[config.mk]
export PLATFORM = sky130hd
export DESIGN_NAME = replay_receiver
export DESIGN_NICKNAME = d
export VERILOG_FILES = /design/src/rtl/replay_receiver_pkg.sv /design/src/rtl/replay_receiver_ack_coalescer.sv /design/src/rtl/replay_receiver.sv
export SDC_FILE = /design/constraint.sdc
export NUM_CORES = 1
export LEC_CHECK = 0
export BUFFER_PORTS_ARGS = -buffer_cell sky130_fd_sc_hd__buf_2
export CAP_MARGIN = 20
export CORE_MARGIN = 2
export CORE_UTILIZATION = 35
export DETAILED_ROUTE_END_ITERATION = 10
export MAX_ROUTING_LAYER = met4
export PLACE_DENSITY = 0.64
export SETUP_SLACK_MARGIN = 0.1
export SYNTH_ARGS = -nofsm -noshare
export SYNTH_HDL_FRONTEND = slang
export SYNTH_SLANG_ARGS = --single-unit
[constraint.sdc]
create_clock -name clk -period 3.7 [get_ports clk]
set_input_delay 0.185 -clock clk [delete_from_list [all_inputs] [get_ports clk]]
set_output_delay 0.185 -clock clk [all_outputs]
set_load 0.01 [all_outputs]
[src/rtl/replay_receiver_pkg.sv]
// Shared types for the link replay receive path: sequence numbers and
// the receiver FSM encoding used alongside the transmitter replay buffer.
package replay_receiver_pkg;

  localparam int BUFFER_SIZE = 16;
  localparam int SEQ_WIDTH   = $clog2(BUFFER_SIZE);

  typedef logic [SEQ_WIDTH-1:0] SeqNum;

  typedef enum logic [1:0] {
    RUN   = 2'd0,
    FLUSH = 2'd1,
    DROP  = 2'd2
  } ReplayRxState;

endpackage

[src/rtl/replay_receiver_ack_coalescer.sv]
// Counts accepted packets and turns them into coalesced ack pulses, either
// when the pending count reaches the threshold, when the link has been idle
// long enough with packets outstanding, or when the receiver forces a flush
// ahead of a nack.
module replay_receiver_ack_coalescer #(
  parameter int seq_width     = 4,
  parameter int ack_threshold = 4,
  parameter int ack_timeout   = 32
) (
  input  logic                 clk,
  input  logic                 nreset,
  input  logic                 accept,
  input  logic                 force_flush,
  input  logic                 clear,
  output logic                 ack,
  output logic [seq_width-1:0] ack_count,
  output logic                 pend_nonzero
);

  localparam int TW = $clog2(ack_timeout + 1);
  localparam logic [seq_width-1:0] THRESHOLD = seq_width'(ack_threshold);
  localparam logic [TW-1:0]        IDLE_LAST = TW'(ack_timeout - 1);

  logic [seq_width-1:0] pend;
  logic [seq_width-1:0] pend_next;
  logic [TW-1:0]        idle_timer;
  logic                 fire;

  // Post-accept pending count and whether this cycle closes out an ack
  always_comb begin
    pend_next = pend + seq_width'(accept);
    fire      = 1'b0;
    if (clear) begin
      fire = 1'b0;
    end else if (force_flush) begin
      fire = 1'b1;
    end else if (accept) begin
      fire = (pend_next == THRESHOLD);
    end else begin
      fire = (pend != '0) && (idle_timer == IDLE_LAST);
    end
  end

  // Pending count, idle timer and the registered ack pulse with its count
  always_ff @(posedge clk) begin
    if (nreset) begin
      pend       <= '0;
      idle_timer <= '0;
      ack        <= 1'b0;
      ack_count  <= '0;
    end else begin
      ack       <= fire;
      ack_count <= fire ? pend_next : '0;
      pend      <= (fire || clear) ? '0 : pend_next;
      if (fire || clear || accept || (pend == '0)) begin
        idle_timer <= '0;
      end else begin
        idle_timer <= idle_timer + TW'(1);
      end
    end
  end

  assign pend_nonzero = (pend != '0);

endmodule

[src/rtl/replay_receiver.sv]
// Receive side of the link replay protocol. Forwards only in-order,
// error-free packets through a one-entry output register, and tells the
// transmitter what arrived (coalesced acks) or that it must rewind (nacks).
module replay_receiver
  import replay_receiver_pkg::*;
#(
  parameter int buffer_size   = BUFFER_SIZE,
  parameter int packet_width  = 64,
  parameter int ack_threshold = 4,
  parameter int ack_timeout   = 32,
  parameter int nack_timeout  = 64
) (
  input  logic                           clk,
  input  logic                           nreset,
  input  logic                           rx_valid,
  input  logic [$clog2(buffer_size)-1:0] rx_seq,
  input  logic                           rx_error,
  input  logic [packet_width-1:0]        rx_packet,
  output logic                           out_valid,
  output logic [packet_width-1:0]        out_packet,
  input  logic                           out_ready,
  output logic                           ack,
  output logic [$clog2(buffer_size)-1:0] ack_count,
  output logic                           nack
);

  localparam int SW  = $clog2(buffer_size);
  localparam int NTW = $clog2(nack_timeout + 1);
  localparam logic [NTW-1:0] NACK_LAST = NTW'(nack_timeout - 1);

  ReplayRxState   state;
  ReplayRxState   next_state;
  logic [SW-1:0]  exp_seq;
  logic [NTW-1:0] nack_timer;
  logic [NTW-1:0] nack_timer_next;
  logic           nack_next;
  logic           slot_free;
  logic           good;
  logic           accept;
  logic           force_flush;
  logic           clear_pend;
  logic           pend_nonzero;

  // A full output register that is not draining is treated like a bad
  // sequence number, since there is no backpressure toward the link.
  assign slot_free = !out_valid || out_ready;
  assign good      = rx_valid && !rx_error && (rx_seq == exp_seq) && slot_free;

  // The flush ack has already emptied the pending count; holding clear in
  // FLUSH keeps the coalescer parked while the nack goes out.
  assign clear_pend = (state == FLUSH);

  // Next state, accept decision and nack generation
  always_comb begin
    next_state      = state;
    accept          = 1'b0;
    force_flush     = 1'b0;
    nack_next       = 1'b0;
    nack_timer_next = '0;
    case (state)
      RUN: begin
        if (good) begin
          accept = 1'b1;
        end else if (rx_valid) begin
          if (pend_nonzero) begin
            force_flush = 1'b1;
            next_state  = FLUSH;
          end else begin
            nack_next  = 1'b1;
            next_state = DROP;
          end
        end
      end
      FLUSH: begin
        nack_next  = 1'b1;
        next_state = DROP;
      end
      DROP: begin
        if (good) begin
          accept     = 1'b1;
          next_state = RUN;
        end else if (nack_timer == NACK_LAST) begin
          nack_next = 1'b1;
        end else begin
          nack_timer_next = nack_timer + NTW'(1);
        end
      end
      default: begin
        next_state = RUN;
      end
    endcase
  end

  // FSM state, expected sequence number, nack timer and nack pulse
  always_ff @(posedge clk) begin
    if (nreset) begin
      state      <= RUN;
      exp_seq    <= '0;
      nack_timer <= '0;
      nack       <= 1'b0;
    end else begin
      state      <= next_state;
      nack_timer <= nack_timer_next;
      nack       <= nack_next;
      if (accept) begin
        exp_seq <= exp_seq + SW'(1);
      end
    end
  end

  // One-entry output register: load on accept, empty when drained
  always_ff @(posedge clk) begin
    if (nreset) begin
      out_valid  <= 1'b0;
      out_packet <= '0;
    end else if (accept) begin
      out_valid  <= 1'b1;
      out_packet <= rx_packet;
    end else if (out_ready) begin
      out_valid <= 1'b0;
    end
  end

  replay_receiver_ack_coalescer #(
    .seq_width     (SW),
    .ack_threshold (ack_threshold),
    .ack_timeout   (ack_timeout)
  ) u_ack_coalescer (
    .clk          (clk),
    .nreset       (nreset),
    .accept       (accept),
    .force_flush  (force_flush),
    .clear        (clear_pend),
    .ack          (ack),
    .ack_count    (ack_count),
    .pend_nonzero (pend_nonzero)
  );

endmodule

=== After elaboration in Yosys (flattened, before gate mapping) ===
Cells that the tools add are included.

* Flip-flop bits (word level): 94
* Bits in latches: 0
* RAM bits: 0
* Memory bits (read-only): 0
* Memories: 0

* $add $sub $neg: 4
* $mul: 0
* Div/mod/pow operators: 0
* Order comparisons: 0
* Equality and inequality tests: 9
* Shift operators: 0
* Multiplexer cells: 22
* Bitwise logic cells: 2
* Reductions and logical operators: 20

{| class="wikitable"
|+ Operator list
! operator !! number
|-
| $mux 1 || 16
|-
| $mux 2 || 4
|-
| $reduce_or 2->1 || 4
|-
| $add 7x1->7 const B || 1
|-
| $eq 7x6->1 const B || 1
|-
| $add 6x1->6 const B || 1
|-
| $eq 6x5->1 const B || 1
|-
| $ne 2x2->1 const B || 3
|-
| $pmux 2 s3 || 1
|-
| $add 4x1->4 || 1
|-
| $add 4x1->4 const B || 1
|-
| $eq 4x3->1 const B || 1
|-
| $eq 4x4->1 || 1
|-
| $logic_and 1x1->1 || 4
|-
| $logic_not 4->1 || 1
|-
| $logic_or 1x1->1 || 4
|-
| $reduce_bool 4->1 || 1
|-
| $reduce_or 4->1 || 1
|-
| $pmux 1 s3 || 1
|-
| $reduce_and 3->1 || 1
|-
| $eq 2x1->1 const B || 1
|-
| $eq 2x2->1 const B || 1
|-
| $logic_not 1->1 || 2
|-
| $logic_not 2->1 || 1
|-
| other kinds (2) || 3
|}

=== Longest topological paths before layout ===
Gate-level depths: netlist of run 1.

* Depth after elaboration: 15
* Depth in mapped cells: 12
* Gate-level depth less buffers: 11

=== By module ===
Synthesis of run 1 repeated with hierarchy kept, for this count alone.

* Cells, all modules: 442
* Area, all modules: 3832.4 µm²

{| class="wikitable"
|+ By module, submodules not included
! module !! times used !! cells each !! area each (µm²) !! sequential area each (µm²)
|-
| replay_receiver || 1 || 382 || 3218.1 || 1581.5
|-
| replay_receiver_ack_coalescer || 1 || 60 || 614.3 || 300.3
|}

=== Least setup slack after synthesis of run 1 ===
Ideal clock, no wire load.

* Path type: flip-flop to flip-flop
* From: register out_valid
* To: register u_ack_coalescer.pend[0]
* Library setup time: 0.115 ns
* Arrival time: 2.380 ns
* Data required time: 3.585 ns
* Setup slack: 1.204 ns
* Stages on the path, launching flop included: 12
* Path buffers: 1
* Clock period less this slack: 2.496 ns
* Cells stage by stage: dfxtp_1 > nor2b_1 > nor4_1 > nand2_1 > inv_2 > buf_2 > ha_1 > ha_1 > nor3_1 > nand4_1 > o311a_2 > and3_1

* Longest elaborated chain between the ends: 12

{| class="wikitable"
|+ RTL lines
! what !! line !! source
|-
| from (decl) || replay_receiver.sv:19 || <nowiki>output logic out_valid,</nowiki>
|-
| from (signal assigned) || replay_receiver.sv:114 || <nowiki>out_valid <= 1'b0;</nowiki>
|-
| from (signal assigned) || replay_receiver.sv:117 || <nowiki>out_valid <= 1'b1;</nowiki>
|-
| from (signal assigned) || replay_receiver.sv:120 || <nowiki>out_valid <= 1'b0;</nowiki>
|-
| $logic_not 1->1 || replay_receiver.sv:46 || <nowiki>assign slot_free = !out_valid || out_ready;</nowiki>
|-
| $logic_or 1x1->1 || replay_receiver.sv:46 ||
|-
| $logic_and 1x1->1 || replay_receiver.sv:47 || <nowiki>assign good = rx_valid && !rx_error && (rx_seq == exp_seq) && slot_free;</nowiki>
|-
| $mux 1 || replay_receiver.sv:62, replay_receiver.sv:79 ||
|-
| $mux 1 || - ||
|-
| named net accept || replay_receiver.sv:39 || <nowiki>logic accept;</nowiki>
|-
| $add 4x1->4 || replay_receiver_ack_coalescer.sv:31 || <nowiki>pend_next = pend + seq_width'(accept);</nowiki>
|-
| named net u_ack_coalescer.pend_next[1] || replay_receiver_ack_coalescer.sv:25 || <nowiki>logic [seq_width-1:0] pend_next;</nowiki>
|-
| $eq 4x3->1 || replay_receiver_ack_coalescer.sv:38 || <nowiki>fire = (pend_next == THRESHOLD);</nowiki>
|-
| $mux 1 || replay_receiver_ack_coalescer.sv:37 || <nowiki>end else if (accept) begin</nowiki>
|-
| $mux 1 || replay_receiver_ack_coalescer.sv:35 || <nowiki>end else if (force_flush) begin</nowiki>
|-
| $mux 1 || replay_receiver_ack_coalescer.sv:33 || <nowiki>if (clear) begin</nowiki>
|-
| $logic_or 1x1->1 || replay_receiver_ack_coalescer.sv:54 || <nowiki>pend <= (fire || clear) ? '0 : pend_next;</nowiki>
|-
| $reduce_or 2->1 (no line) || - ||
|-
| to (signal assigned) || replay_receiver_ack_coalescer.sv:54 ||
|-
| to (decl) || replay_receiver_ack_coalescer.sv:24 || <nowiki>logic [seq_width-1:0] pend;</nowiki>
|}

The timed path passes the listed nets, and every way through them passes these cells.
A chain may end at the register's enable or synchronous reset.

=== Worst setup path in the final report of run 1 ===
* From: register out_valid
* To: register u_ack_coalescer.pend[1]

* Longest elaborated chain between the ends: 12

{| class="wikitable"
|+ RTL lines
! what !! line
|-
| $logic_not 1->1 (*) || replay_receiver.sv:46
|-
| $logic_or 1x1->1 (*) || replay_receiver.sv:46
|-
| $logic_and 1x1->1 (*) || replay_receiver.sv:47
|-
| $mux 1 || replay_receiver.sv:62, replay_receiver.sv:79
|-
| $mux 1 || -
|-
| $add 4x1->4 || replay_receiver_ack_coalescer.sv:31
|-
| $eq 4x3->1 || replay_receiver_ack_coalescer.sv:38
|-
| $mux 1 || replay_receiver_ack_coalescer.sv:37
|-
| $mux 1 || replay_receiver_ack_coalescer.sv:35
|-
| $mux 1 || replay_receiver_ack_coalescer.sv:33
|-
| $logic_or 1x1->1 || replay_receiver_ack_coalescer.sv:54
|-
| $reduce_or 2->1 (no line) || -
|}

Mark *: on every way between the ends. The rest lies on a longest branch, timed or not.

==> summary.txt, run 1 <==
Run status
  – Status: finished clean

Power
  – Leakage: 1.95 nW
  – Total power: between 1.5 and 2 mW
  – Pwr dens: 399 nW/um2
  – Worst vdd ir: 0.176 mV

Clock tree
  – Clock transition at path regs: 0.09 ns
  – CTS Hold Bufs: 0
  – CTS tree: done
  – Clk Latency, worst-skew pair: 0.35 ns
  – CTS Buf Count: 9
  – H-tree depth: 3
  – Post-CTS Setup Inserts: 0
  – Clock sinks: 94
  – Post-CTS resize count: 0
  – CTS Buffer Depth: 2
  – Clk root buf: clkbuf_8

Floorplan
  – Die height: 104 um
  – Row count: 36
  – Die ar.: 10800 um2
  – Core Region: 9730 um2
  – # IOs: 144
  – Initial Utilization: 0.358
  – Die width: 104 um

Place
  – Port bufs: 143
  – GP Congestion: 0.790
  – Dpl cells: 675
  – Dpl hpwl: about 5.8 mm
  – Post-DP Area: 4270 um2
  – Worst slack at placement: roughly 1.3 ns

GRT
  – Largest net degree at the start of global routing: 69
  – GR peak layer: met2
  – Tot GR Track Use: 0.161
  – Met1 GRT Util: 0.182
  – Initial antenna violation count: 0
  – First-pass GRT wire length: 13.7 mm
  – Vias in the first global route: between 3000 and 4000
  – Grt met3 use: 0.0315
  – GRT overflow: 0
  – Met2 GRT Util: 0.263

Setup path
  – Buf/Inv on CP: 1
  – Worst r2r path cells: 11
  – CP startpoint: out_valid
  – Stages on worst setup path: 11
  – Crit Path Max Fanout: 9
  – Critical Path AT: 2.78 ns
  – Worst stage delay on the critical path: 0.54 ns
  – Critical Path RT: 3.99 ns
  – CP startpoint kind: flop
  – Flop-to-flop setup slack: 1.21 ns
  – Crit-path cells: nor2b_1 -> nor4_1 -> nand2_2 -> inv_2 -> ha_1 -> ha_1 -> nor2b_1 -> a32o_1 -> nand4_1 -> o311a_2 -> and3_1
  – Crit. End Element: flop
  – FF-to-FF End: u_ack_coalescer.pend[1]
  – CP top delay family: simple AND/OR/NAND/NOR gates
  – Reg-to-Reg Start: out_valid
  – Crit path to: u_ack_coalescer.pend[1]
  – WS Path Type: flop to flop
  – CP max-delay cell: nor4_1

STA
  – Worst setup margin: 1.21 ns
  – Final min period: approximately 2.5 ns
  – Hold WS: approximately 0.059 ns
  – Worst Tran Pin Value: 0.698 ns
  – Tcrit/Tclk final: 0.673
  – Peak Freq: 402 MHz
  – Hold Violations, Final: 0
  – RSZ-0062 raised after global routing: no
  – Final setup fails: 0
  – Layout Skew: 0.00784 ns
  – Final Max Tran Viols: 0
  – Fin Setup TNS: 0 ns
  – Max_slew headroom: 0.535

Logic synthesis
  – Sequential fraction of the synthesis area: 0.540
  – Yosys reg bits: 94
  – Syn. warnings: 0
  – Most used DFF post-synth: dfxtp_1
  – Synth Instances: 420
  – Avg Inst Size Synth: between 8 and 9 um2
  – Ys async rst share: 0
  – Synth Cell Area: 3490 um2
  – Largest area contributor in the netlist: dfxtp_1
  – Most frequent cells after synthesis: 137 x nand2_1, 94 x dfxtp_1, 68 x a21oi_1
  – Syn_nets: around 500
  – Most frequent cell after synthesis: nand2_1
  – Area share of the largest cell type after synthesis: 0.540
  – Number of synthesized flops with an enable pin: 0
  – Synth top area cells: dfxtp_1 54%, nand2_1 15%, a21oi_1 9.8%
  – Synth cell types: 34

Finish
  – Final net count: 631
  – Ant. Diodes: 0
  – Post-layout util: 0.460
  – Post-Layout Inst Area: ~4500 um2
  – Filler Cell Count: 986
  – Layout cell share with drive strength beyond 1: 0.312
  – Non-filler cells, final: 691
  – Area Growth Syn to Fin: 28.3%

Detailed routing
  – # DRC: 0
  – Detailed Routing Iterations Pass 1: 4
  – Post-DRT Antenna Nets: 0
  – Final wirelength: 8.25 mm
  – Vias: 3191
  – Avg WL per Cell: 11.9 um
  – Vias/cell: 4.62
  – Initial drt markers: 154

Min path
  – Hold Path Class: input pin to flop
  – Worst hold stages: 3

Job
  – Number of max-cap violations: 0
[layer usage]
layer,part of all wire,vias up
met5,0,-
met4,0.037,0
met3,0.045,23
met2,0.47,110
met1,0.45,1427
li1,-,1631
[cells in the final DEF, fill, tap and decap left out, types with 3 or more instances in the layout]
| cell type | instances |
|---|---|
| xnor2_1 | 5 |
| buf_4 | 3 |
| nand2b_1 | 4 |
| nor2_2 | 7 |
| clkinv_2 | 3 |
| a21oi_1 | 68 |
| clkbuf_8 | 10 |
| nor2_1 | 20 |
| nor2b_1 | 6 |
| xor2_1 | 11 |
| nand2_1 | 136 |
| nor3_1 | 3 |
| nand3_1 | 10 |
| ha_1 | 5 |
| and3_1 | 7 |
| buf_2 | 143 |
| dfxtp_1 | 94 |
[sequential cells by signal (all words and copies together) (netlist names)]
signal and cells:
u_ack_coalescer.ack_count 4, u_ack_coalescer.pend 4, nack_timer 7, state 2, exp_seq 4, u_ack_coalescer.idle_timer 6, nack 1, out_packet 64
out_valid 1, u_ack_coalescer.ack 1
[worst min-delay path by stage]
stage	startpoint	end	slack (ns)
floorplan	rx_packet[0]	out_packet[0]	0.32
global placement	rx_packet[8]	out_packet[8]	0.43
detailed placement	rx_packet[34]	out_packet[34]	0.43
CTS	rx_packet[27]	out_packet[27]	0.03
global route	rx_packet[27]	out_packet[27]	0.03
finish	rx_packet[29]	out_packet[29]	0.06
[power breakdown]
| part | internal (mW) | total (mW) | switching [mW] |
|---|---|---|---|
| combinational | 0.0416 | 0.0885 | 0.0470 |
| clock | 0.328 | 0.672 | 0.344 |
| sequential | 1.02 | 1.02 | 0.00443 |
[logic make-up (layout without fill, tap and decap cells)]
| group | after synthesis | after routing | synth area share |
|---|---|---|---|
| and+or+nand+nor | 204 | 204 | 0.251 |
| DFF | 94 | 94 | 0.540 |
| AOI/OAI and AO/OA | 74 | 74 | 0.113 |
| buffers and inverters | 27 | 165 | 0.0373 |
| xor gates and xnor gates | 16 | 16 | 0.0402 |
| adders and majority gates | 5 | 5 | 0.0179 |
[area by class of cell]
class                   count  area, um2  share of cell area
multi-input cells         299       1480               0.330
clock buffers              10        138              0.0308
repair buffers            146        738               0.165
flip-flops and latches     94       1880               0.421
inverters                   3       11.3             0.00252
well taps                 133        166              0.0372
clock inverters             6       61.3              0.0137
[worst reg2reg max path: cells and delay by family, from the launching register on]
kind	cells	cell delay [ns]
flops	1	0.31
fa+ha+maj	2	0.42
compound gates	2	0.48
buf+inv	1	0.08
simple gates	6	1.14
(Power assumes the default switching activity.)
==> run 2: changes to the inputs <==
Settings changed: PLACE_DENSITY 0.64 to 0.67.
Clock period 3.7 ns to 2.15 ns, I/O delays scaled along.
==> summary.txt, run 2 (same netlist as run 1, synthesis figures left out) <==
Run status
  – Status: finished clean

Detailed routing
  – Vias: 3477
  – # DRC: 0
  – Vias/cell: 4.55
  – Detailed Routing Iterations Pass 1: 4
  – Avg WL per Cell: roughly 13 um
  – Post-DRT Antenna Nets: 0
  – Final wirelength: ~9.6 mm
  – Initial drt markers: 208

STA
  – Peak Freq: around 490 MHz
  – Hold WS: 0.0671 ns
  – Final setup fails: 0
  – Tcrit/Tclk final: 0.946
  – Worst Tran Pin Value: 0.726 ns
  – Final Max Tran Viols: 0
  – Hold Violations, Final: 0
  – Final min period: a little over 2 ns
  – Worst setup margin: about 0.12 ns
  – RSZ-0062 raised after global routing: yes
  – Max_slew headroom: 0.512
  – Layout Skew: 0.0105 ns

Finish
  – Commonest non-fill, non-tap cell in the layout: buf_2
  – Most frequent cells in the layout: 143 x buf_2, 136 x nand2_1, 90 x dfxtp_1
  – Post-layout util: 0.543
  – Largest register FFs: 64
  – Final net count: 704
  – Regs by FF count: out_packet: 64 flops, nack_timer: 7 flops, u_ack_coalescer.idle_timer: 6 flops
  – Layout cell share with drive strength beyond 1: 0.309
  – Biggest register: out_packet
  – Ant. Diodes: 0
  – Post-Layout Inst Area: 5280 um2
  – Area Growth Syn to Fin: 51.5%

Place
  – Post-DP Area: 4350 um2
  – GP Congestion: 0.755
  – Port bufs: 143
  – Dpl hpwl: 5.59 mm
  – Worst slack at placement: about 0.0007 ns

Job
  – Number of max-cap violations: 0

Setup path
  – CP startpoint kind: flop
  – Crit path top cell by count: ha_4
  – CP max-delay cell: dfxtp_2
  – Buf/Inv on CP: 1
  – Crit-path cells: xor2_1 -> nor3_2 -> nand2_2 -> inv_2 -> ha_4 -> ha_4 -> nor2b_2 -> a32o_1 -> nand4_1 -> o311a_4 -> and3_4
  – Worst stage delay on the critical path: 0.35 ns
  – Critical Path AT: 2.34 ns
  – WS Path Type: flop to flop
  – Critical Path RT: 2.46 ns
  – Crit Path Max Fanout: 5
  – Crit. End Element: flop
  – CP top delay family: simple AND/OR/NAND/NOR gates

Floorplan
  – Core Region: 9730 um2
  – # IOs: 144
  – Initial Utilization: 0.358
  – Die ar.: 10800 um2
  – Die width: 104 um
  – Die height: 104 um
  – Row count: 36

Power
  – Pwr dens: ~620 nW/um2
  – Total power: 3.26 mW
  – Leakage: 2.27 nW
  – Worst vdd ir: approximately 0.27 mV

Clock tree
  – Clk root buf: clkbuf_8
  – CTS Buf Count: 9
  – Clk Latency, worst-skew pair: 0.36 ns
  – Clock sinks: 94
  – CTS Buffer Depth: 2
  – Clock transition at path regs: 0.09 ns
  – H-tree depth: 3
  – CTS tree: done

GRT
  – Tot GR Track Use: 0.181
  – Largest net degree at the start of global routing: 70
  – GRT overflow: 0
  – First-pass GRT wire length: 15.6 mm
  – Vias in the first global route: between 3000 and 4000
  – Initial antenna violation count: 0

Min path
  – Hold Path Class: input pin to flop
-- run 2: cell types whose count changed in the layout (fill, tap and decap cells not counted), sizes merged --
cell / change
bufinv: +1
dlygate4sd3: +64
o311a: +1
buf: +8
clkinv: -1
-- run 2: final timing paths --
kind	slack [ns]	depth (start not counted)	endpoint	from
setup / recovery	0.12	11	u_ack_coalescer.pend[0]	exp_seq[1]
hold / removal	0.07	4	out_valid	out_ready
setup reg to reg	0.12	11	u_ack_coalescer.pend[0]	exp_seq[1]
hold reg to reg	0.45	2	out_packet[24]	out_packet[24]
-- run 2: metrics by stage --
step | instances | TNS, ns
6_report | 764 | 0
5_1_grt | 764 | 0
4_1_cts | 763 | 0
3_5_place_dp | 678 | 0
3_3_place_gp | 678 | 0
2_1_floorplan | 420 | -0.102
-- run 2: area by class of cell --
class	count	area [um2]
fill	893	4450
sequential	94	1890
multi-input combinational	300	1560
timing repair buffer	218	1440
tap	133	166
clock buffer	10	128
clock inverter	6	86.3
inverter	3	11.3
-- run 2: routing by layer --
metal	vias up	wire length, um	part of all wire	global-route usage
met3	29	430	0.045	0.0428
met2	106	4860	0.51	0.308
met1	1566	4010	0.42	0.199
li1	1776	-	-	-
met4	0	299	0.031	0.0898
met5	-	0	0	-
-- run 2: tightest hold or removal path: stages --
cell	delay, ns
buf_2	0.10
nor2b_4	0.04
nor2_1	0.09
nor2_1	0.04
-- run 2: power breakdown --
part | leakage [nW] | internal (mW) | total (mW) | switching (mW)
combinational | 1.40 | 0.152 | 0.254 | 0.102
sequential | 0.760 | 1.75 | 1.76 | 0.00783
clock | 0.106 | 0.653 | 1.25 | 0.596
total | 2.27 | 2.56 | 3.26 | 0.706
-- run 2: what timing repair did --
action	in CTS	in global routing
setup buffers	4	1
pin swaps	5	2
resized for setup	6	2
endpoints found under the setup margin	9	9
hold endpoints to repair	64	0
gates cloned	1	0
hold buffers	64	0
